<file path="src/rtl/m2_phase_gen.sv">
// Purpose: synchronise and deglitch raw CPU M2, derive phase qualifiers, edge strobes, period and idle detect.
// Latency: raw M2 edge sampled at edge k reaches m2_f at edge k+1+GLITCH; strobes are coincident with m2_f.
// Backpressure: none; free-running observer with no handshake, every output updates each clk.
module m2_phase_gen #(
    parameter int GLITCH   = 2,
    parameter int CE_TAPS  = 2,
    parameter int WE_TAPS  = 8,
    parameter int M3_DLY   = 10,
    parameter int CW       = 8,
    parameter int PW       = 12,
    parameter int IDLE_CYC = 1000
) (
    input  logic          clk,
    input  logic          rst,
    input  logic          m2,
    output logic          m2_f,
    output logic          m2_rise,
    output logic          m2_fall,
    output logic [CW-1:0] hi_cnt,
    output logic          ce_ok,
    output logic          we_ok,
    output logic          m3,
    output logic [PW-1:0] per_cnt,
    output logic          per_vld,
    output logic          m2_idle
);

    localparam logic [CW-1:0] HI_MAX = '1;
    localparam logic [PW-1:0] P_MAX  = '1;

    logic              s1;
    logic              s2;
    logic [GLITCH-1:0] flt;
    logic [GLITCH-1:0] flt_nxt;
    logic              rise_nxt;
    logic              fall_nxt;
    logic [CW-1:0]     hi_nxt;
    logic [PW-1:0]     run_ctr;
    logic [PW-1:0]     idle_ctr;
    logic [PW-1:0]     idle_nxt;
    logic              seen_rise;

    // The filter decision looks at the window including the sample being shifted in,
    // which is what makes the level change land at k+1+GLITCH rather than one later.
    if (GLITCH == 1) begin : g_flt1
        assign flt_nxt = s2;
    end else begin : g_fltn
        assign flt_nxt = {flt[GLITCH-2:0], s2};
    end

    assign rise_nxt = ~m2_f & (&flt_nxt);
    assign fall_nxt =  m2_f & ~(|flt_nxt);

    // Next high-phase count: load 1 on rise, count while high, saturate, zero otherwise.
    always_comb begin
        hi_nxt = '0;
        if (rise_nxt) begin
            hi_nxt = CW'(1);
        end else if (m2_f && !fall_nxt) begin
            hi_nxt = (hi_cnt == HI_MAX) ? hi_cnt : hi_cnt + CW'(1);
        end
    end

    // Next idle count: any filtered edge restarts it, otherwise it counts and saturates.
    always_comb begin
        idle_nxt = '0;
        if (!(rise_nxt || fall_nxt)) begin
            idle_nxt = (idle_ctr == P_MAX) ? idle_ctr : idle_ctr + PW'(1);
        end
    end

    // Synchroniser, filter, level and edge strobes.
    always_ff @(posedge clk) begin
        if (rst) begin
            s1      <= 1'b0;
            s2      <= 1'b0;
            flt     <= '0;
            m2_f    <= 1'b0;
            m2_rise <= 1'b0;
            m2_fall <= 1'b0;
        end else begin
            s1      <= m2;
            s2      <= s1;
            flt     <= flt_nxt;
            m2_rise <= rise_nxt;
            m2_fall <= fall_nxt;
            if (rise_nxt) begin
                m2_f <= 1'b1;
            end else if (fall_nxt) begin
                m2_f <= 1'b0;
            end
        end
    end

    // High counter and m3; m3 fires only on the step into M3_DLY so saturation cannot repeat it.
    always_ff @(posedge clk) begin
        if (rst) begin
            hi_cnt <= '0;
            m3     <= 1'b0;
        end else begin
            hi_cnt <= hi_nxt;
            m3     <= (hi_nxt == CW'(M3_DLY)) && (hi_nxt != hi_cnt);
        end
    end

    // Period measurement between filtered rises; first rise after reset only arms per_vld.
    always_ff @(posedge clk) begin
        if (rst) begin
            run_ctr   <= '0;
            per_cnt   <= '0;
            per_vld   <= 1'b0;
            seen_rise <= 1'b0;
        end else if (rise_nxt) begin
            per_cnt   <= run_ctr;
            run_ctr   <= PW'(1);
            seen_rise <= 1'b1;
            per_vld   <= per_vld | seen_rise;
        end else begin
            run_ctr   <= (run_ctr == P_MAX) ? run_ctr : run_ctr + PW'(1);
        end
    end

    // Idle detect; compare on the next count so it clears on the same clock as the edge.
    always_ff @(posedge clk) begin
        if (rst) begin
            idle_ctr <= '0;
            m2_idle  <= 1'b0;
        end else begin
            idle_ctr <= idle_nxt;
            m2_idle  <= (idle_nxt >= PW'(IDLE_CYC));
        end
    end

    assign ce_ok = m2_f & (hi_cnt >= CW'(CE_TAPS));
    assign we_ok = m2_f & (hi_cnt >= CW'(WE_TAPS));

endmodule

</file>
<file path="config.mk">
export PLATFORM = sky130hd
export DESIGN_NAME = m2_phase_gen
export DESIGN_NICKNAME = d
export VERILOG_FILES = /design/src/rtl/m2_phase_gen.sv
export SDC_FILE = /design/constraint.sdc
export NUM_CORES = 1
export LEC_CHECK = 0
export BUFFER_PORTS_ARGS = -buffer_cell sky130_fd_sc_hd__buf_2
export CAP_MARGIN = 40
export CORE_ASPECT_RATIO = 0.75
export CORE_UTILIZATION = 60
export CTS_CLUSTER_DIAMETER = 150
export DETAILED_ROUTE_END_ITERATION = 10
export GPL_TIMING_DRIVEN = 0
export PLACE_DENSITY_LB_ADDON = 0.12
export SLEW_MARGIN = 20
export SYNTH_ARGS = -nofsm -noshare
export SYNTH_HDL_FRONTEND = slang
export SYNTH_SLANG_ARGS = --single-unit
</file>
<file path="constraint.sdc">
create_clock -name clk -period 4.9 [get_ports clk]
set_input_delay 0.735 -clock clk [delete_from_list [all_inputs] [get_ports clk]]
set_output_delay 0.735 -clock clk [all_outputs]
set_load 0.005 [all_outputs]
</file>
==> results.sh, run 1 <==
export IMPL_htreeDepth=2
export IMPL_antenna_found_initial=0
export IMPL_routed_via_density=5.715
export IMPL_synth_top_flop_cell="dfxtp_1"
export IMPL_fill_cells=290
export IMPL_holdCritPathClass="flop to flop"
export IMPL_skew_ps=3.933
export IMPL_grt_max_degree=17
export IMPL_diodes=0
export IMPL_leakage_uw=0.001076
export IMPL_post_cts_setup_buffers=0
export IMPL_grt_pass1_wl_um=8645
export IMPL_routed_wirelength_um=5138
export IMPL_rsz0062_at_grt="no"
export IMPL_pwr_density_cell_nw_per_um2=279.8
export IMPL_die_h_um=57.21
export IMPL_gp_congestion=0.8651
export IMPL_holdBufCountCts=0
export IMPL_async_flop_share_pct=0
export IMPL_peakVddDrop_uv=164.5
export IMPL_max_freq_ghz=0.4166
export IMPL_slew_viol_final=0
export IMPL_die_x_um=75.62
export IMPL_drv_cap=0
export IMPL_synthCells=290
export IMPL_fin_tns_setup_ps=0
export IMPL_synth_warnings=0
export IMPL_crit_path_end_kind="output pin"
export IMPL_crit_fanout=8
export IMPL_post_dp_hpwl_um=3617
export IMPL_rows=19
export IMPL_cts_tree="yes"
export IMPL_timing_final_ws_setup_ps=2500
export IMPL_initial_core_util_pct=64.52
export IMPL_cp_arrival_ps=1670
export IMPL_finalHoldViolations=0
export IMPL_wire_per_inst_um=13.56
export IMPL_ys_seq_area_share_pct=44.33
export IMPL_finalCriticalPeriod_ps=2400
export IMPL_final_util_pct=72.99
export IMPL_route_detailed_drc=0
export IMPL_final_net_count=333
export IMPL_cts_buffers=5
export IMPL_core_um2=3780
export IMPL_placedCellCount=371
export IMPL_fin_cells=379
export IMPL_drtIter0Drc=112
export IMPL_dr_total_vias=2166
export IMPL_multi_input_area_um2=1252
export IMPL_clk_latency_ps=310
export IMPL_synth_area_um2=2439
export IMPL_startpoint="hi_cnt[7]$_SDFF_PP0_"
export IMPL_synth_edf_count=0
export IMPL_ys_ff_latch=54
export IMPL_worst_pin_slew_ps=658.5
export IMPL_synth_area_per_cell_um2=8.409
export IMPL_ant_nets=0
export IMPL_preCtsSetupSlack_ps=2846
export IMPL_period_share_pct=48.99
export IMPL_ctsResizeCount=0
export IMPL_timing_rr_start="run_ctr[0]$_SDFFE_PP0P_"
export IMPL_io_pins=31
export IMPL_grt_pass1_vias=1876
export IMPL_cts_root_buf="clkbuf_8"
export IMPL_clk_path_buf_depth=2
export IMPL_dr_pass1_iters=4
export IMPL_drive_gt1_share_pct=15.90
export IMPL_port_buffers=29
export IMPL_grt_usage_pct=26.60
export IMPL_area_growth_pct=13.14
export IMPL_syn_nets=297
export IMPL_required_ps=4160
export IMPL_clk_transition_reported_paths_ps=100
export IMPL_holdCritStartpoint="per_cnt[3]$_SDFFE_PP0N_"
export IMPL_timing_slew_headroom_pct=55.73
export IMPL_setup_violations_final=0
export IMPL_clock_sinks=54
export IMPL_grt_overflow_total=0
export IMPL_dieArea_um2=4326
export IMPL_status="finished, final reports clean"
export IMPL_ff_latch_area_um2=1081
export IMPL_critical_path_class="flop to output pin"
export IMPL_worstSetupStartpointType="flop"
export IMPL_yosysUniqueCellTypes=45
-- critical path, cell delays in order (launching register included) --
cell and delay, ps:
dfxtp_1 320, clkbuf_1 190, or4_1 490, nor2_1 130, a21boi_0 90, buf_2 130
-- state kept, by name (all words and copies together) (netlist names) --
name / count
m2_rise: 1
m2_fall: 1
seen_rise: 1
m3: 1
m2_idle: 1
m2_f: 1
flt: 1
hi_cnt: 8
idle_ctr: 12
s1: 1
per_cnt: 12
run_ctr: 12
per_vld: 1
s2: 1
-- cell families (layout without fill, tap and decap cells) --
kind of cell / after synthesis / in the layout / synth area share (%)
AO/OA/AOI/OAI: 61 / 61 / 16.32
XOR/XNOR: 16 / 16 / 5.747
adder cells (fa/ha/maj): 4 / 4 / 2.052
buffers and inverters: 23 / 60 / 4.310
flip-flops: 54 / 54 / 44.33
multiplexers: 3 / 3 / 1.231
AND/OR/NAND/NOR: 129 / 129 / 26.01
-- metrics by stage --
| step | hold WS (ps) | area (um^2) | total power (uW) |
|---|---|---|---|
| final | 458.0 | 2759 | 771.9 |
| after global routing | 474.7 | 2759 | 797.4 |
| after CTS | 458.0 | 2759 | 774.3 |
| after detailed placement | 445.0 | 2649 | 481.5 |
| after global placement | 422.8 | 2649 | 480.5 |
| after floorplan | 413.8 | 2439 | 475.2 |
-- per-layer routing --
layer | GRT usage [%] | part of all wire, %
met2 | 37.50 | 42
met5 | 0 | 0
met3 | 6.007 | 6.1
met4 | 11.11 | 2.1
met1 | 39.10 | 50
-- worst paths after layout --
path,endpoint,slack [ps],cells after the start
max,ce_ok,2500,5
min,per_cnt[3]$_SDFFE_PP0N_,460,2
max reg2reg,run_ctr[1]$_SDFFE_PP0P_,2970,6
min reg2reg,per_cnt[3]$_SDFFE_PP0N_,460,2
-- area by class of cell --
cell class              count  area share (%)
multi-input cells         213           45.40
flip-flops and latches     54           39.18
repair buffers             29           5.261
plain buffers              16           2.857
clock buffers               6           2.630
well taps                  52           2.358
clock inverters             2           1.361
inverters                   7          0.9524
-- cells in the mapped netlist, types with 2 or more instances --
master | n | area, um^2
o21ai_0 | 4 | 20.02
nand4_1 | 8 | 50.05
dfxtp_1 | 54 | 1081
a311oi_1 | 5 | 43.79
xor2_1 | 7 | 61.31
buf_4 | 2 | 15.01
and3_1 | 6 | 37.54
buf_2 | 3 | 15.01
nor2b_1 | 5 | 31.28
xnor2_1 | 9 | 78.83
nor3b_1 | 2 | 15.01
o21bai_1 | 2 | 15.01
a31oi_1 | 6 | 37.54
nand2_1 | 40 | 150.1
nand3_1 | 9 | 45.04
inv_1 | 7 | 26.28
ha_1 | 4 | 50.05
nand2b_1 | 2 | 12.51
or2_2 | 2 | 12.51
a21oi_1 | 32 | 160.2
nor2_1 | 31 | 116.4
and2_1 | 3 | 18.77
clkbuf_1 | 10 | 37.54
or3_1 | 2 | 12.51
a211oi_1 | 3 | 22.52
mux2i_1 | 3 | 30.03
nor3_1 | 11 | 55.05
-- report_power, final --
part	switching, uW	leakage, uW	total, uW	internal [uW]
registers	6.36	0.000437	450	444
clock network	148	0.0000514	300	153
logic	13.1	0.000588	21.2	8.13
total	167	0.00108	772	605
-- placed cells by master, fill, tap and decap left out, drive strengths merged, types with 3 or more instances in the layout --
master,instances
a211oi,3
a21oi,32
a311oi,5
a31oi,6
and2,3
and3,6
buf,35
clkbuf,16
dfxtp,54
ha,4
inv,7
mux2i,3
nand2,40
nand3,9
nand4,9
nor2,31
nor2b,5
nor3,12
o21ai,4
xnor2,9
xor2,7
(Power assumes the default switching activity.)
==> run 2: changes to the inputs <==
Settings changed: CORE_UTILIZATION 60 to 51.
Clock period 4.9 ns to 1.9 ns, I/O delays scaled along.
==> run 2 against run 1 <==
Against the previous run:
- combinational power rose to 2.6 times the previous value
- non-clock buffer count shrank 1
- clock skew up 0.78 ps
- worst setup slack lost 2400 ps
- via count fell by 4.4%
- register-to-register slack worse by 2900 ps
- utilization is 10 points lower
- clock power grew to 3.1 times the previous value
- global-route usage decreased by 4.5 points
- flip-flop and latch count is the same
- critical path type unchanged
- critical endpoint unchanged
==> results.sh, run 2 (same netlist as run 1, synthesis figures left out) <==
export IMPL_status="finished, final reports clean"
export IMPL_power_frac_comb_pct=2.6
export IMPL_critical_path_class="flop to output pin"
export IMPL_die_h_um=61.89
export IMPL_max_freq_ghz=0.5489
export IMPL_clk_transition_reported_paths_ps=100
export IMPL_crit_path_end_kind="output pin"
export IMPL_routed_wirelength_um=5093
export IMPL_cp_endpoint="ce_ok"
export IMPL_dr_total_vias=2070
export IMPL_finalHoldViolations=0
export IMPL_die_x_um=81.85
export IMPL_peakVddDrop_uv=404.3
export IMPL_skew_ps=4.710
export IMPL_drv_cap=0
export IMPL_required_ps=1620
export IMPL_core_um2=4519
export IMPL_cts_tree="yes"
export IMPL_cts_root_buf="clkbuf_8"
export IMPL_crit_fanout=3
export IMPL_crit_chain="or4_4 > nor2_2 > a21boi_0 > buf_2"
export IMPL_fin_cells=383
export IMPL_grt_usage_pct=22.08
export IMPL_wire_per_inst_um=13.30
export IMPL_grt_pass1_vias=1821
export IMPL_drive_gt1_share_pct=20.55
export IMPL_ant_nets=0
export IMPL_grt_pass1_wl_um=8369
export IMPL_post_dp_hpwl_um=3496
export IMPL_reg_top3="idle_ctr: 12 flops, per_cnt: 12 flops, run_ctr: 12 flops"
export IMPL_finalInstanceArea_um2=2844
export IMPL_power_switching_uw=426.1
export IMPL_swShare_pct=19.79
export IMPL_area_growth_pct=16.62
export IMPL_route_detailed_drc=0
export IMPL_cts_buffers=5
export IMPL_slew_viol_final=0
export IMPL_worstSetupStartpointType="flop"
export IMPL_layout_cells_most_common="dfxtp_1"
export IMPL_final_util_pct=62.93
export IMPL_timing_rr_end="m2_idle$_SDFF_PP0_"
export IMPL_grt_overflow_total=0
export IMPL_max_stage_delay_ps=530
export IMPL_leakage_uw=0.001117
export IMPL_worst_pin_slew_ps=506.9
export IMPL_rsz0062_at_grt="yes"
export IMPL_ff2ff_setup_slack_ps=110
export IMPL_pwr_density_cell_nw_per_um2=757.0
export IMPL_io_pins=31
export IMPL_p_int_uw=1727
export IMPL_period_share_pct=95.89
export IMPL_slowest_stage="or4_4"
export IMPL_diodes=0
export IMPL_holdCritPathClass="primary input to flop"
export IMPL_clk_latency_ps=310
export IMPL_clk_path_buf_depth=2
export IMPL_post_dp_cell_area_um2=2655
export IMPL_timing_rr_start="idle_ctr[0]$_SDFF_PP0_"
export IMPL_crit_buf_inv=1
export IMPL_seq_power_share_pct=53.9
export IMPL_routed_via_density=5.405
export IMPL_cp_arrival_ps=1540
export IMPL_placedCellCount=376
export IMPL_htreeDepth=2
export IMPL_drtIter0Drc=135
export IMPL_fin_tns_setup_ps=0
export IMPL_rows=21
export IMPL_p_total_uw=2153
export IMPL_dieArea_um2=5065
export IMPL_grt_max_degree=17
export IMPL_timing_slew_headroom_pct=66.21
export IMPL_gp_congestion=0.8245
export IMPL_antenna_found_initial=0
export IMPL_initial_core_util_pct=53.96
export IMPL_port_buffers=29
export IMPL_setup_violations_final=0
export IMPL_path_depth=4
export IMPL_startpoint="hi_cnt[4]$_SDFF_PP0_"
export IMPL_fill_cells=404
export IMPL_finalCriticalPeriod_ps=1822
export IMPL_critical_path_top_delay_family="simple AND/OR/NAND/NOR gates"
export IMPL_dr_pass1_iters=4
export IMPL_final_net_count=332
export IMPL_clock_power_share_pct=43.5
export IMPL_r2r_cells=5
export IMPL_layout_common_cells="dfxtp_1, nand2_1, buf_2, a21oi_1, nor2_1"
export IMPL_clock_sinks=54
run 2: routing by layer:
metal  vias up  routed length [um]  track usage, %
li1       1085                   -               -
met1       937                2780           32.53
met2        41                2017           32.11
met3         7                 230           4.818
met4         0                  65           6.767
met5         -                   0               0
run 2: worst min-delay path by stage:
stage	from	to	cells past startpoint	slack, ps
after global placement	per_cnt[2]$_SDFFE_PP0N_	per_cnt[2]$_SDFFE_PP0N_	2	440
after global routing	m2	s1$_SDFF_PP0_	2	170
after CTS	rst	flt[0]$_SDFF_PP0_	2	180
after detailed placement	s1$_SDFF_PP0_	s2$_SDFF_PP0_	1	440
final	m2	s1$_SDFF_PP0_	2	190
after floorplan	m2	s1$_SDFF_PP0_	1	410
run 2: layout make-up:
cell class | instances | area, um^2 | area share (%)
Buffer | 14 | 71.32 | 2.508
Clock buffer | 6 | 82.58 | 2.904
Clock inverter | 2 | 60.06 | 2.112
Inverter | 7 | 26.28 | 0.9239
Multi-Input combinational cell | 213 | 1289 | 45.31
Sequential cell | 54 | 1091 | 38.36
Tap cell | 57 | 71.32 | 2.508
Timing Repair Buffer | 30 | 152.6 | 5.367
run 2: repair_timing:
item / 4_1_cts / 5_1_grt
gates cloned: 0 / 0
hold buffers: 0 / 0
resized for setup: 0 / 15
endpoints found under the setup margin: 2 / 31
setup buffers: 0 / 1
pin swaps: 0 / 1
run 2: stage by stage:
stage               setup WS, ps  hold slack, ps
finish                     78.18           187.8
global route              -2.024           174.8
CTS                        35.45           180.3
detailed placement         54.19           438.3
global placement           80.48           439.6
floorplan                  255.7           413.2
run 2: power by group through the flow:
stage               sequential [uW]  clock, uW  combinational, uW
CTS                            1160        962               55.5
floorplan                      1180          0               42.2
global placement               1190          0               54.1
global route                   1160       1000               63.5
detailed placement             1190          0               55.2
finish                         1160        937               56.1
==> run 3: changes to the inputs <==
Settings changed: CORE_UTILIZATION 51 to 30.
==> run 3 against run 2 <==
Against the previous run:
- global-route usage shrank 8.1 points
- critical endpoint unchanged
- critical path depth is the same
- total power shrank 9.0%
- largest cell class unchanged
- largest power group unchanged
- design area grew 0.84%
- non-clock buffer count shrank 1
- cell count grew 12%
- flip-flop and latch count is the same
- utilization shrank 27 points
==> results.sh, run 3 (same netlist as run 1, synthesis figures left out) <==
export IMPL_status="finished, final reports clean"
export IMPL_gp_congestion=0.7630
export IMPL_dieArea_um2=8497
export IMPL_drtIter0Drc=96
export IMPL_timing_rr_start="idle_ctr[0]$_SDFF_PP0_"
export IMPL_leakage_uw=0.001103
export IMPL_ant_nets=0
export IMPL_grt_max_degree=16
export IMPL_initial_core_util_pct=30.94
export IMPL_cts_buffers=5
export IMPL_clock_sinks=54
export IMPL_timing_slew_headroom_pct=67.37
export IMPL_dr_pass1_iters=6
export IMPL_dr_total_vias=2033
export IMPL_clk_path_buf_depth=2
export IMPL_grt_usage_pct=14.01
export IMPL_diodes=0
export IMPL_clk_transition_reported_paths_ps=100
export IMPL_route_detailed_drc=0
export IMPL_ff_latch_area_um2=1087
export IMPL_worstSetupStartpointType="flop"
export IMPL_rsz0062_at_grt="yes"
export IMPL_worst_pin_slew_ps=489.5
export IMPL_crit_fanout=6
export IMPL_final_net_count=331
export IMPL_finalInstanceArea_um2=2868
export IMPL_routed_wirelength_um=5467
export IMPL_post_cts_setup_buffers=0
export IMPL_layout_cells_most_common="dfxtp_1"
export IMPL_setup_violations_final=0
export IMPL_critical_path_class="flop to output pin"
export IMPL_rows=28
export IMPL_pwr_density_cell_nw_per_um2=683.1
export IMPL_startpoint="hi_cnt[4]$_SDFF_PP0_"
export IMPL_finalCriticalPeriod_ps=1810
export IMPL_max_freq_ghz=0.5525
export IMPL_multi_input_area_um2=1295
export IMPL_r2r_cells=5
export IMPL_cp_arrival_ps=1520
export IMPL_cts_root_buf="clkbuf_8"
export IMPL_holdCritPathClass="primary input to flop"
export IMPL_max_stage_delay_ps=530
export IMPL_core_um2=7883
export IMPL_post_dp_cell_area_um2=2715
export IMPL_drive_gt1_share_pct=20.62
export IMPL_period_share_pct=95.26
export IMPL_area_growth_pct=17.60
export IMPL_wire_per_inst_um=12.71
export IMPL_slew_viol_final=0
export IMPL_drv_cap=0
export IMPL_skew_ps=7.245
export IMPL_post_dp_hpwl_um=3869
export IMPL_holdBufCountCts=0
export IMPL_timing_rr_end="m2_idle$_SDFF_PP0_"
export IMPL_crit_chain="or4_1 > nor2_2 > a21boi_0 > buf_2"
export IMPL_die_h_um=80.08
export IMPL_port_buffers=29
export IMPL_hold_depth=2
export IMPL_grt_pass1_vias=1897
export IMPL_die_x_um=106.1
export IMPL_reg_top3="idle_ctr: 12 flops, per_cnt: 12 flops, run_ctr: 12 flops"
export IMPL_placedCellCount=424
export IMPL_grt_overflow_total=0
export IMPL_peakVddDrop_uv=305.7
export IMPL_required_ps=1620
export IMPL_fin_cells=430
export IMPL_grt_pass1_wl_um=9439
export IMPL_cts_tree="yes"
export IMPL_clk_latency_ps=300
export IMPL_fill_cells=847
export IMPL_htreeDepth=2
export IMPL_ff2ff_setup_slack_ps=100
export IMPL_layout_common_cells="dfxtp_1, nand2_1, buf_2, a21oi_1, nor2_1"
export IMPL_slowest_stage="or4_1"
export IMPL_io_pins=31
export IMPL_ctsResizeCount=0
export IMPL_antenna_found_initial=0
export IMPL_cp_endpoint="ce_ok"
export IMPL_routed_via_density=4.728
export IMPL_finalHoldViolations=0
export IMPL_crit_path_end_kind="output pin"
-- run 3: cell types whose count changed in the layout (fill, tap and decap cells not counted), moves of 2 or more --
cell       change
a211oi_1       -2
a211oi_2       +2
bufinv_16      -2
clkbuf_8       +2
-- run 3: worst max-delay path, delay by kind of cell (launching register included) --
family          cells  cell delay (ps)
compound gates      1               90
simple gates        2              640
buf+inv             1              140
flops               1              360
-- run 3: metal layers --
layer / vias up / part of all wire (%) / GRT usage [%]
li1: 1086 / - / -
met1: 908 / 57 / 21.08
met2: 34 / 39 / 19.42
met3: 5 / 3.5 / 2.841
met4: 0 / 0.95 / 4.722
met5: - / 0 / 0
-- run 3: how the worst min path moves through the flow --
stage	slack, ps	startpoint	to
final	180	rst	hi_cnt[5]$_SDFF_PP0_
after global routing	180	rst	hi_cnt[5]$_SDFF_PP0_
after CTS	170	rst	hi_cnt[5]$_SDFF_PP0_
after detailed placement	440	per_cnt[4]$_SDFFE_PP0N_	per_cnt[4]$_SDFFE_PP0N_
after global placement	440	per_cnt[8]$_SDFFE_PP0N_	per_cnt[8]$_SDFFE_PP0N_
after floorplan	410	m2	s1$_SDFF_PP0_
-- run 3: through the flow --
| stage | total power [uW] | setup WS [ps] | hold WS, ps | setup TNS, ps | util, % |
|---|---|---|---|---|---|
| after CTS | 1990 | 2.748 | 174.1 | 0 | 35.75 |
| after detailed placement | 1242 | 7.819 | 444.1 | 0 | 34.44 |
| final | 1959 | 90.00 | 184.2 | 0 | 36.38 |
| after global routing | 2062 | -2.415 | 178.0 | -2.898 | 36.38 |
| after global placement | 1243 | -10.84 | 443.4 | -10.84 | 34.44 |
| after floorplan | 1225 | 255.7 | 413.2 | 0 | - |
-- run 3: power by group --
group          internal [uW]  leakage, uW  switching [uW]  total [uW]
Sequential              1140     0.000439            15.6        1160
Combinational           21.7     0.000607            33.9        55.6
Clock                    369    0.0000575             374         743
Total                   1540      0.00110             423        1960
-- run 3: area by class of cell --
class                      instances  area share, %
buffer                            14          2.531
clock buffer                       8          3.839
inverter                           7         0.9162
multi-input combinational        213          45.16
sequential                        54          37.91
tap                              105          4.581
timing repair buffer              29          5.061
